===== src/rtl/mac_result_writer.sv =====
// mac_result_writer
//   Sits downstream of the 4-lane MAC ALU. Each capture strobe latches the
//   four mul-sum results and writes them to the result SRAM, one word per
//   cycle, at grp*4 + 0..3. grp walks the column groups of a matrix, and
//   mat_done marks the last write of the final group. A one-deep pending bank
//   holds the next capture while the current burst drains. If a capture
//   arrives while the pending bank is full, that capture is lost and ovf_err
//   is set.
//
// Ports
//   clk        system clock, rising edge
//   rst        synchronous reset, active-high
//   cap_valid  capture strobe (ALU web), one cycle wide
//   mu1..mu4   MAC results, lanes 1..4 (MU_W bits each)
//   cap_ready  capture is accepted this cycle (pending bank empty)
//   ram_we     SRAM write enable
//   ram_addr   SRAM write address (ADDR_W bits)
//   ram_wdata  SRAM write data (MU_W bits)
//   busy       burst in progress
//   mat_done   one-cycle pulse on the last write of group COLS-1
//   ovf_err    sticky, set when a capture is lost; cleared only by rst
module mac_result_writer #(
  parameter int unsigned MU_W   = 20,
  parameter int unsigned COLS   = 4,
  parameter int unsigned ADDR_W = 4
) (
  input  logic              clk,
  input  logic              rst,
  input  logic              cap_valid,
  input  logic [MU_W-1:0]   mu1,
  input  logic [MU_W-1:0]   mu2,
  input  logic [MU_W-1:0]   mu3,
  input  logic [MU_W-1:0]   mu4,
  output logic              cap_ready,
  output logic              ram_we,
  output logic [ADDR_W-1:0] ram_addr,
  output logic [MU_W-1:0]   ram_wdata,
  output logic              busy,
  output logic              mat_done,
  output logic              ovf_err
);

  localparam int unsigned GRP_W = (COLS > 1) ? $clog2(COLS) : 1;

  typedef enum logic {
    IDLE,
    WRITE
  } state_t;

  state_t           state, state_n;
  logic [1:0]       idx, idx_n;
  logic [GRP_W-1:0] grp, grp_n;
  logic             p_valid, p_valid_n;
  logic [MU_W-1:0]  h [4];
  logic [MU_W-1:0]  p [4];
  logic [MU_W-1:0]  mu [4];

  logic accept;
  logic drop;
  logic last_wr;
  logic grp_last;
  logic load_h_mu;
  logic load_h_p;
  logic load_p;

  always_comb begin
    mu[0] = mu1;
    mu[1] = mu2;
    mu[2] = mu3;
    mu[3] = mu4;
  end

  always_comb begin
    cap_ready = !p_valid;
    accept    = cap_valid && !p_valid;
    drop      = cap_valid && p_valid;
    last_wr   = (state == WRITE) && (idx == 2'd3);
    grp_last  = (grp == GRP_W'(COLS - 1));
  end

  // Next-state logic. The pending bank is used only while a burst is still
  // in progress. On the last write, a capture that arrives in the same cycle
  // goes straight into H, so back-to-back bursts run with no idle cycle.
  always_comb begin
    state_n   = state;
    idx_n     = idx;
    grp_n     = grp;
    p_valid_n = p_valid;
    load_h_mu = 1'b0;
    load_h_p  = 1'b0;
    load_p    = 1'b0;
    unique case (state)
      IDLE: begin
        if (accept) begin
          load_h_mu = 1'b1;
          idx_n     = 2'd0;
          state_n   = WRITE;
        end
      end
      WRITE: begin
        if (idx != 2'd3) begin
          idx_n = idx + 2'd1;
          if (accept) begin
            load_p    = 1'b1;
            p_valid_n = 1'b1;
          end
        end else begin
          grp_n = grp_last ? '0 : grp + GRP_W'(1);
          idx_n = 2'd0;
          if (p_valid) begin
            load_h_p  = 1'b1;
            p_valid_n = 1'b0;
          end else if (accept) begin
            load_h_mu = 1'b1;
          end else begin
            state_n = IDLE;
          end
        end
      end
      default: state_n = IDLE;
    endcase
  end

  always_ff @(posedge clk) begin
    if (rst) begin
      state   <= IDLE;
      idx     <= '0;
      grp     <= '0;
      p_valid <= 1'b0;
      ovf_err <= 1'b0;
      for (int unsigned i = 0; i < 4; i++) begin
        h[i] <= '0;
        p[i] <= '0;
      end
    end else begin
      state   <= state_n;
      idx     <= idx_n;
      grp     <= grp_n;
      p_valid <= p_valid_n;
      if (drop) begin
        ovf_err <= 1'b1;
      end
      for (int unsigned i = 0; i < 4; i++) begin
        if (load_h_mu) begin
          h[i] <= mu[i];
        end else if (load_h_p) begin
          h[i] <= p[i];
        end
        if (load_p) begin
          p[i] <= mu[i];
        end
      end
    end
  end

  // Outputs come only from registered state.
  // grp*4 + idx is the concatenation {grp, idx}.
  always_comb begin
    ram_we    = (state == WRITE);
    busy      = (state == WRITE);
    ram_addr  = ADDR_W'({grp, idx});
    ram_wdata = h[idx];
    mat_done  = last_wr && grp_last;
  end

endmodule


===== config.mk =====
export PLATFORM = sky130hd
export DESIGN_NAME = mac_result_writer
export DESIGN_NICKNAME = d
export VERILOG_FILES = /design/src/rtl/mac_result_writer.sv
export SDC_FILE = /design/constraint.sdc
export NUM_CORES = 1
export LEC_CHECK = 0
export ABC_AREA = 0
export CELL_PAD_IN_SITES_DETAIL_PLACEMENT = 0
export CELL_PAD_IN_SITES_GLOBAL_PLACEMENT = 2
export CORE_MARGIN = 5
export CORE_UTILIZATION = 39
export CTS_BUF_LIST = sky130_fd_sc_hd__clkbuf_2 sky130_fd_sc_hd__clkbuf_4 sky130_fd_sc_hd__clkbuf_8
export CTS_CLUSTER_DIAMETER = 200
export CTS_CLUSTER_SIZE = 25
export DETAILED_ROUTE_END_ITERATION = 12
export PLACE_DENSITY_LB_ADDON = 0.25
export SLEW_MARGIN = 10
export SYNTH_ARGS = -nofsm -noshare
export SYNTH_HDL_FRONTEND = slang
export SYNTH_SLANG_ARGS = --single-unit

===== constraint.sdc =====
create_clock -name clk -period 7.73 [get_ports clk]
set_clock_uncertainty 0.05 [all_clocks]
set_input_delay 1.546 -clock clk [delete_from_list [all_inputs] [get_ports clk]]
set_output_delay 1.546 -clock clk [all_outputs]
set_load 0.005 [all_outputs]

# --- After elaboration in Yosys (flattened, before gate mapping) ---
# Memory sizes are Yosys's and may differ from the RTL's. A register that Yosys moved wholly into a read port is not among the register bits.
# Cells that the tools add are included.
totals:
  wordCells: 79
  output_inout_bits: 29
  latch_bits: 0
  romBits: 0
  inputBits: 83
  register_bits: 7
  ram_bits: 160
  mem_count: 2
classes:
  n_reduce_logical: 7
  n_bitwise: 14
  shifts: 0
  mul: 0
  n_addsub: 2
  mux: 44
  magnitude_cmp: 0
  eq_ne: 5
  div: 0
memory_table:
  columns: ["name", "words", "width", "rd", "rd_clocked_by_memory_dff", "write_ports", "line", "source"]
  rows:
  - ["h", 4, 20, 1, 1, 4, "54", "logic [MU_W-1:0] h [4];"]
  - ["p", 4, 20, 4, 0, 4, "55", "logic [MU_W-1:0] p [4];"]
ops:
  columns: ["op", "n"]
  rows:
  - ["20-bit 2-to-1 mux", 12]
  - ["1-bit 2-to-1 mux", 24]
  - ["1-bit bitwise OR", 12]
  - ["2-bit 2-to-1 mux", 5]
  - ["2-bit inequality test (second input constant)", 3]
  - ["2-bit by 1-bit adder with 2-bit output (second input constant)", 2]
  - ["2-bit equality test (second input constant)", 2]
  - ["1-bit logical AND", 4]
  - ["1-bit one-hot mux with 2 select lines", 2]
  - ["2-bit one-hot mux with 2 select lines", 1]
  - ["2-bit AND reduction", 2]
  - ["1-bit NOT", 2]
  - ["1-bit zero test", 1]

# --- Logic depth before layout (Yosys ltp) ---
# Gate-level depths: netlist (run 1).
depth:
  word_depth: 11
  ltp_mapped: 7
  depth_no_buf: 4

# --- Worst setup path before layout (run 1) ---
# No wires, ideal clock.
synth_path:
  path_kind: "input port to flip-flop"
  startpoint: "in cap_valid"
  endpoint: "mem p[0][0], enable pin"
  path_stages: 3
  arrival_time_ns: 5.422
  required_ns: 7.146
  setup_time_ns: 0.534
  slack_ns: 1.724
  n_path_buf: 1
  cell_sequence: "nand2b_4 buf_6 o21bai_1"
synth_lines:
  columns: ["element", "line", "source"]
  rows:
  - ["from (decl)", "29", "input logic cap_valid,"]
  - ["to (decl)", "55", null]

==> summary.txt, run 1 <==
Worst setup path
  • Worst path slowest cell: dfxtp_1
  • Critical path type: flip-flop to output pin
  • Worst EP arrival: 2.47 ns
  • Slowest cell delay on critical path: 1.08 ns
  • Critical path startpoint category: flip-flop
  • Critical path cell sequence: mux4_2, clkdlybuf4s50_1
  • Critical path peak fanout: 20
  • CP endpoint kind: output pin
  • CP required: 6.13 ns

Yosys
  • Ys Warns: 0
  • Post-synthesis sequential area ratio: 0.660
  • Mapped Area: 0.00756 mm2
  • Post-synthesis mux area share: 0.0609
  • Synth Net Count: 640
  • Number of cells produced by synthesis: 555
  • Compound-Gate Fraction of Synth Area: 0.0455
  • Syn avg cell area: 13.6 um2
  • Post-Synth XOR/XNOR Area: 0
  • Synthesis-stage register bit count: 169
  • Yosys top cell area share: 0.636
  • Area contributors post-synth: edfxtp_1 64%, and2_1 6.6%, mux4_2 6.0%, nor3_2 4.1%, nor3_1 3.2%
  • Area leader, netlist: edfxtp_1
  • Distinct cell type count after synthesis: 31
  • Fraction of registers with async set or reset after synthesis: 0
  • Largest family of logic cells by synthesized area: simple AND/OR/NAND/NOR gates
  • Synth Area in Simple Gates: 0.197
  • Synth Flop Type: edfxtp_1
  • EDFF count, synth: 160
  • Synth Area in Adders: 0.00331

Global route
  • First-pass GRT wire length: 29100 um
  • Initial antenna violation count: 0
  • Vias in the first global route: 4883
  • Tot GR Track Use: 0.174
  • Grt total ovfl: 0
  • Largest net degree at the start of global routing: 81

STA
  • Fmax: 246 MHz
  • Crit path time final: 4.07 ns
  • Tcrit/Tclk final: 0.527
  • Max-slew headroom at the worst pin: 0.238
  • Setup Viol. Count Final: 0
  • Slew Viols, Final: 0
  • Slew @ Worst Pin: 1.14 ns
  • RSZ-0062 raised after global routing: no
  • Hold Violations, Final: 0
  • Total negative slack: 0 ns

Route
  • WL per Instance: 20.4 um
  • Via Count: 4680
  • DRT Pass-1 Iters: 5
  • Vias per cell: 5.08
  • Final ANT Viol Nets: 0
  • DRC Markers: 0
  • DR iter-0 viols: 272
  • Routed WL: 18800 um

Power
  • LEAKAGE: 0.00328 uW
  • Pwr dens: 219 mW/mm2
  • Switching share of total power: 0.217
  • Combinational share of power: 0.100
  • Clock share of power: 0.356
  • Flop pwr share: 0.544
  • PnR Total Power: 2040 uW
  • Pint: 1600 uW
  • Net switching power: 442 uW
  • VDD IR-drop max: 0.000121 V

Clock tree
  • # hold bufs at CTS: 0
  • CTS root buffer: clkbuf_8
  • Worst skew pair latency: 0.45 ns
  • Cts bufs inserted: 17
  • CTS clk-pin slew, worst paths: 0.08 ns
  • # clock sinks: 169
  • Post-CTS Resized: 0
  • CTS tree: done
  • Clock buffer depth: 2
  • Postcts setup bufs: 0
  • H-tree depth: 4

Hold path
  • Hold crit path type: flip-flop to flip-flop

Placement
  • PortBufs: 111
  • HPWL after DPL: 11100 um
  • Gp weighted congestion: 0.753
  • Placed cell count: 891

Floorplan
  • Die W: 149 um
  • Core area: 0.0193 mm2
  • Die area: 0.0223 mm2
  • Initial core utilization: 0.392
  • Num rows: 51
  • Die extent in y: 149 um
  • # IOs: 112

Finish
  • Area Growth Syn to Fin: 23.0%
  • Util after Layout: 0.482
  • Most frequent cells in the layout: 160 x edfxtp_1, 110 x clkdlybuf4s50_1, 80 x and2_1, 48 x nor3_1, 46 x nand2_1
  • Antenna cell count: 0
  • Fin nets: 730
  • Share of layout cells above drive strength 1: 0.151
  • Commonest non-fill, non-tap cell in the layout: edfxtp_1
  • Post-route insts no fill: 922

Status
  • Outcome: finished, final reports clean

Job
  • Maxcap violations: 0
-- critical path, delay by kind of cell, from the launching register on --
kind | cells | cell delay, ns
DFF | 1 | 1.08
muxes | 1 | 0.41
buffers and inverters | 1 | 0.53
-- synthesized netlist by cell type, types with 7 or more instances --
cell type  number
a21oi_1        28
a22o_1         20
and2_1         80
buf_2          12
buf_6           7
clkbuf_1       25
dfxtp_1         9
edfxtp_1      160
mux4_2         20
nand2_1        46
nor2_1         42
nor3_1         49
nor3_2         31
-- final cells by class --
class	count	area [um2]
Fill cell	1746	9980
Sequential cell	169	4990
Multi-Input combinational cell	337	2350
Timing Repair Buffer	118	1160
Tap cell	265	332
Clock buffer	17	234
Clock inverter	14	229
Inverter	2	7.51
-- per-layer routing --
metal	track usage	part of all wire	wire length, um
met5	0	0	0
met4	0.0522	0.0096	180
met3	0.0389	0.061	1140
met2	0.267	0.48	9000
met1	0.248	0.45	8500
-- power groups by stage --
stage / sequential [uW] / combinational, uW / clock, uW
2_1_floorplan: 1110 / 105 / 0
3_3_place_gp: 1130 / 207 / 0
3_5_place_dp: 1130 / 207 / 0
4_1_cts: 1110 / 208 / 741
5_1_grt: 1120 / 220 / 782
6_report: 1110 / 204 / 727
-- stage by stage --
| step | hold WS [ns] | worst slack, ns | instance area, um2 |
|---|---|---|---|
| global placement | 0.409 | 3.87 | 8830 |
| global route | 0.466 | 3.56 | 9300 |
| floorplan | 0.410 | 1.72 | 7560 |
| detailed placement | 0.411 | 3.81 | 8830 |
| CTS | 0.444 | 3.59 | 9300 |
| finish | 0.444 | 3.66 | 9300 |
-- path summary, 6_finish.rpt --
check,start,end,slack (ns),cells past startpoint
setup / recovery,flip-flop,ram_wdata[19],3.66,2
hold / removal,ovf_err,ovf_err,0.44,2
setup reg to reg,idx[0],p[1][14],5.00,5
hold reg to reg,ovf_err,ovf_err,0.44,2
-- state kept, by name, summed over array words and instances, names as in the netlist, named ones only --
signal / count
busy: 1
grp: 2
h: 80
idx: 2
ovf_err: 1
p: 80
p_valid: 1
-- kinds of logic after synthesis --
kind of cell,after synthesis
simple gates,262
compound gates,52
mux,21
buf+inv,49
fa+ha+maj,2
flops,169
Note: power is estimated with default switching activity, not from simulation.
==> run 2: changes to the inputs <==
==> constraint.sdc (replaced) <==
create_clock -name clk -period 4.25 [get_ports clk]
set_clock_uncertainty 0.05 [all_clocks]
set_input_delay 0.85 -clock clk [delete_from_list [all_inputs] [get_ports clk]]
set_output_delay 0.85 -clock clk [all_outputs]
set_load 0.005 [all_outputs]
==> run 2 against run 1 <==
Compared with the run above:
- highest routed layer unchanged
- final cell count rose by 0.43%
- largest cell class unchanged
- total power rose by 77%
- first-iteration DRC count rose by 28%
- critical endpoint unchanged
- core utilization barely moved
==> summary.txt, run 2 (synthesis gave the netlist of run 1 again) <==
Worst setup path
  • CP required: 3.35 ns (was 6.13 ns)
  • Largest delay contributor family on the critical path: flip-flops (unchanged)
  • Critical path peak fanout: 20 (unchanged)
  • Critical path type: flip-flop to output pin (unchanged)
  • CP endpoint kind: output pin (unchanged)
  • Critical path cell sequence: mux4_2, clkdlybuf4s50_1 (unchanged)
  • Worst EP arrival: 2.40 ns (was 2.47 ns)
  • Slowest cell delay on critical path: 0.85 ns (was 1.08 ns)
  • CP bufs+invs: 1 (unchanged)
  • Worst path slowest cell: dfxtp_2 (was dfxtp_1)
  • Critical path startpoint category: flip-flop (unchanged)

Clock tree
  • CTS tree: done (unchanged)
  • Post-CTS Resized: 0 (unchanged)
  • Clock buffer depth: 2 (unchanged)
  • CTS root buffer: clkbuf_8 (unchanged)
  • H-tree depth: 4 (unchanged)
  • CTS clk-pin slew, worst paths: 0.09 ns (was 0.08 ns)
  • Cts bufs inserted: 17 (unchanged)
  • # hold bufs at CTS: 0 (unchanged)
  • Postcts setup bufs: 0 (unchanged)
  • # clock sinks: 169 (unchanged)
  • Worst skew pair latency: 0.45 ns (about the same)

Route
  • DRC Markers: 0 (unchanged)
  • Routed WL: 18400 um (was 18800 um)
  • Final ANT Viol Nets: 0 (unchanged)
  • Vias per cell: 5.10 (was 5.08)
  • Via Count: 4722 (was 4680)
  • WL per Instance: 19.8 um (was 20.4 um)
  • DR iter-0 viols: 348 (was 272)
  • DRT Pass-1 Iters: 5 (unchanged)

Finish
  • Most frequent cells in the layout: 160 x edfxtp_1, 110 x clkdlybuf4s50_1, 80 x and2_1, 48 x nor3_1, 46 x nand2_1 (unchanged)
  • Antenna cell count: 0 (unchanged)
  • Util after Layout: 0.483 (was 0.482)
  • Fin nets: 733 (was 730)
  • Largest registers: h (80), p (80) (unchanged)
  • Post-route insts no fill: 926 (was 922)
  • Share of layout cells above drive strength 1: 0.153 (was 0.151)
  • Fillers: 1753 (was 1746)
  • Area Growth Syn to Fin: 23.1% (was 23.0%)
  • Commonest non-fill, non-tap cell in the layout: edfxtp_1 (unchanged)

Global route
  • First-pass GRT wire length: 28300 um (was 29100 um)
  • Initial antenna violation count: 0 (unchanged)
  • Vias in the first global route: 4829 (was 4883)
  • Tot GR Track Use: 0.169 (was 0.174)
  • Largest net degree at the start of global routing: 58 (was 81)
  • Grt total ovfl: 0 (unchanged)

STA
  • Fmax: 303 MHz
  • Setup Viol. Count Final: 0 (unchanged)
  • Slew @ Worst Pin: 0.933 ns (was 1.14 ns)
  • Hold Violations, Final: 0 (unchanged)
  • Tcrit/Tclk final: 0.777
  • Total negative slack: 0 ns (unchanged)
  • RSZ-0062 raised after global routing: no (unchanged)
  • Crit path time final: 3.30 ns
  • Max-slew headroom at the worst pin: 0.378 (was 0.238)
  • Slew Viols, Final: 0 (unchanged)

Placement
  • HPWL after DPL: 11600 um (was 11100 um)
  • Gp weighted congestion: 0.801 (was 0.753)
  • Placed cell count: 894 (was 891)
  • PortBufs: 111 (unchanged)

Floorplan
  • Initial core utilization: 0.392 (unchanged)
  • Core area: 0.0193 mm2 (unchanged)
  • Die extent in y: 149 um (unchanged)
  • Die area: 0.0223 mm2 (unchanged)
  • Die W: 149 um (unchanged)
  • # IOs: 112 (unchanged)
  • Num rows: 51 (unchanged)

Power
  • LEAKAGE: 0.00329 uW (was 0.00328 uW)
  • VDD IR-drop max: 0.000224 V (was 0.000121 V)
  • Pwr dens: 389 mW/mm2 (was 219 mW/mm2)

Job
  • Maxcap violations: 0 (unchanged)

Status
  • Outcome: finished, final reports clean (unchanged)

Hold path
  • Hold crit path type: flip-flop to flip-flop (unchanged)
==> run 2: cell types whose count changed in the layout (fill, tap and decap cells not counted) <==
cell        delta
inv_6          +2
clkinv_2       -1
buf_12         +2
buf_4          +1
clkinvlp_4     -2
clkinv_1       +2
clkbuf_4       +2
bufinv_16      -2
==> run 2: layout make-up <==
| type | instances | area, um2 | area share |
|---|---|---|---|
| Multi-Input combinational cell | 337 | 2350 | 0.252 |
| Sequential cell | 169 | 4990 | 0.536 |
| Timing Repair Buffer | 121 | 1210 | 0.130 |
| Clock buffer | 19 | 249 | 0.0268 |
| Tap cell | 265 | 332 | 0.0356 |
| Inverter | 2 | 7.51 | 0.000807 |
| Clock inverter | 13 | 174 | 0.0187 |
==> run 2: stage by stage <==
| stage | total power (uW) | hold slack (ns) | worst slack (ns) | area, um2 |
|---|---|---|---|---|
| floorplan | 2210 | 0.410 | 0.649 | 7560 |
| global placement | 2430 | 0.413 | 1.12 | 8880 |
| detailed placement | 2430 | 0.416 | 1.09 | 8880 |
| CTS | 3660 | 0.439 | 0.820 | 9300 |
| global route | 3760 | 0.463 | 0.752 | 9300 |
| finish | 3620 | 0.437 | 0.946 | 9300 |
==> run 2: per-layer routing <==
layer	global-route usage	up-vias	share of wire
met2	0.251	117	0.46
met4	0.0540	0	0.017
met3	0.0459	19	0.053
met1	0.243	2370	0.47
li1	-	2216	-
met5	0	-	0
==> run 2: path summary, 6_finish.rpt <==
kind / from / end / slack [ns] / cells after the start
max: flip-flop / ram_wdata[19] / 0.95 / 2
max reg2reg: busy / h[1][8] / 1.63 / 4
min: ovf_err / ovf_err / 0.44 / 2
min reg2reg: ovf_err / ovf_err / 0.44 / 2
==> run 2: tightest hold or removal path, cell delays in order, from the launching register on <==
cell,delay [ns]
dfxtp_1,0.34
a21oi_1,0.04
nor2_1,0.07
==> run 2: power breakdown <==
| group | internal [uW] | switching, uW | leakage (uW) | total (uW) |
|---|---|---|---|---|
| registers | 1960 | 55.9 | 0.00177 | 2020 |
| clock network | 649 | 578 | 0.000210 | 1230 |
| logic | 201 | 175 | 0.00130 | 376 |
| total | 2810 | 808 | 0.00329 | 3620 |
==> run 3: changes to the inputs <==
==> constraint.sdc (replaced) <==
create_clock -name clk -period 3.29 [get_ports clk]
set_clock_uncertainty 0.05 [all_clocks]
set_input_delay 0.658 -clock clk [delete_from_list [all_inputs] [get_ports clk]]
set_output_delay 0.658 -clock clk [all_outputs]
set_load 0.005 [all_outputs]
==> run 3 against run 2 <==
Compared with the run above:
- routed wire length about the same
- hold slack gained 0.013 ns
- first-iteration DRC count shrank 16%
- final cell count rose by 0.86%
- core utilization up 0.66 points
- sequential cell count is the same
- sequential power up 29%
- clock power increased by 29%
- die area is the same
- critical path type unchanged
==> summary.txt, run 3 (synthesis gave the netlist of run 1 again) <==
Status
  • Outcome: finished, final reports clean (unchanged)

Route
  • Routed WL: 18400 um (about the same)
  • Met2 WL post-DR: 8540 um (was 8500 um)
  • Met3 wire length: 1030 um (was 965 um)
  • Top Layer Used: met5 (was met4)
  • WL per Instance: 19.7 um (was 19.8 um)
  • Vias per cell: 5.05 (was 5.10)
  • Via Count: 4714 (was 4722)
  • Post-Route M1 WL: 8530 um (was 8580 um)
  • DRC Markers: 0 (unchanged)
  • DRT Pass-1 Iters: 6 (was 5)
  • DR iter-0 viols: 292 (was 348)
  • Final ANT Viol Nets: 0 (unchanged)

Worst setup path
  • Largest delay contributor family on the critical path: buffers and inverters (was flip-flops)
  • CP required: 2.58 ns (was 3.35 ns)
  • Critical path cell sequence: buf_12, mux4_2, clkdlybuf4s50_1 (was mux4_2, clkdlybuf4s50_1)
  • Worst EP arrival: 2.26 ns (was 2.40 ns)
  • Worst path depth: 3 (was 2)
  • Critical path startpoint category: flip-flop (unchanged)
  • R2r worst-path depth: 5 (was 4)
  • Slowest cell delay on critical path: 0.56 ns (was 0.85 ns)
  • Critical path type: flip-flop to output pin (unchanged)
  • CP bufs+invs: 2 (was 1)
  • Worst path slowest cell: dfxtp_2 (unchanged)
  • Critical path peak fanout: 12 (was 20)
  • CP endpoint kind: output pin (unchanged)

Finish
  • Commonest non-fill, non-tap cell in the layout: edfxtp_1 (unchanged)
  • Largest registers: h (80), p (80) (unchanged)
  • Fin nets: 741 (was 733)
  • Share of layout cells above drive strength 1: 0.164 (was 0.153)
  • Area Growth Syn to Fin: 24.8% (was 23.1%)
  • Antenna cell count: 0 (unchanged)
  • Most frequent cells in the layout: 160 x edfxtp_1, 110 x clkdlybuf4s50_1, 80 x and2_1, 48 x nor3_1, 46 x nand2_1 (unchanged)

Floorplan
  • # IOs: 112 (unchanged)
  • Num rows: 51 (unchanged)
  • Die W: 149 um (unchanged)
  • Die extent in y: 149 um (unchanged)
  • Core area: 0.0193 mm2 (unchanged)
  • Die area: 0.0223 mm2 (unchanged)
  • Initial core utilization: 0.392 (unchanged)

Power
  • PnR Total Power: 4700 uW (was 3620 uW)
  • LEAKAGE: 0.00334 uW (was 0.00329 uW)
  • Pwr dens: 498 mW/mm2 (was 389 mW/mm2)
  • VDD IR-drop max: 0.000249 V (was 0.000224 V)

STA
  • Tcrit/Tclk final: 0.903
  • Slew @ Worst Pin: 0.792 ns (was 0.933 ns)
  • Fmax: 337 MHz
  • Crit path time final: 2.97 ns
  • Total negative slack: 0 ns (unchanged)
  • Hold Violations, Final: 0 (unchanged)
  • Max-slew headroom at the worst pin: 0.472 (was 0.378)
  • RSZ-0062 raised after global routing: no (unchanged)
  • Setup Viol. Count Final: 0 (unchanged)
  • Slew Viols, Final: 0 (unchanged)

Placement
  • PortBufs: 111 (unchanged)
  • HPWL after DPL: 12000 um (was 11600 um)
  • Gp weighted congestion: 0.799 (was 0.801)

Job
  • Maxcap violations: 0 (unchanged)

Clock tree
  • CTS clk-pin slew, worst paths: 0.09 ns (about the same)
  • # clock sinks: 169 (unchanged)
  • # hold bufs at CTS: 0 (unchanged)
  • Cts bufs inserted: 17 (unchanged)
  • Worst skew pair latency: 0.45 ns (about the same)
  • H-tree depth: 4 (unchanged)
  • Postcts setup bufs: 0 (unchanged)
  • Post-CTS Resized: 0 (unchanged)
  • Clock buffer depth: 2 (unchanged)
  • CTS root buffer: clkbuf_8 (unchanged)
  • CTS tree: done (unchanged)

Global route
  • Initial antenna violation count: 1 (was 0)
  • Grt total ovfl: 0 (unchanged)
  • Largest net degree at the start of global routing: 81 (was 58)
  • First-pass GRT wire length: 28700 um (was 28300 um)
  • Vias in the first global route: 4930 (was 4829)
  • Tot GR Track Use: 0.170 (was 0.169)

Hold path
  • Hold crit path type: flip-flop to flip-flop (unchanged)
  • Hold-critical path depth: 2 (unchanged)
-- run 3: worst min-delay path, delay by kind of cell, from the launching register on --
family | cells | cell delay (ns)
simple gates | 1 | 0.06
compound gates | 1 | 0.06
flops | 1 | 0.34
-- run 3: layout make-up --
class / instances / area [um2]
clock buffers: 19 / 249
fillers: 1748 / 9840
multi-input cells: 337 / 2350
inverters: 2 / 7.51
well taps: 265 / 332
clock inverters: 13 / 178
flip-flops and latches: 169 / 4990
repair buffers: 129 / 1330
-- run 3: metrics by stage --
stage               hold slack (ns)  setup WS, ns   util  std cells  area, um2
detailed placement            0.431         0.621  0.467        902       9000
floorplan                     0.410         0.620      -        555       7570
finish                        0.449         0.318  0.489        934       9430
CTS                           0.454         0.243  0.489        934       9430
global route                  0.465         0.191  0.489        934       9430
global placement              0.410         0.683  0.467        902       9000
-- run 3: power by group --
part           total (uW)  leakage, uW  internal (uW)  switching [uW]
clock network        1590     0.000196            836             753
logic                 509      0.00137            276             233
registers            2600      0.00177           2530            65.8
total                4700      0.00334           3640            1050
-- run 3: per-layer routing --
metal / track usage / up-vias
met1: 0.246 / 2343
li1: - / 2223
met2: 0.258 / 123
met4: 0.0503 / 2
met5: 0 / -
met3: 0.0362 / 23
-- run 3: final timing paths --
check                  end  startpoint  slack, ns
max          ram_wdata[19]   flip-flop       0.32
min reg2reg         grp[1]      grp[1]       0.45
min                 grp[1]      grp[1]       0.45
max reg2reg       h[1][18]      idx[0]       0.87
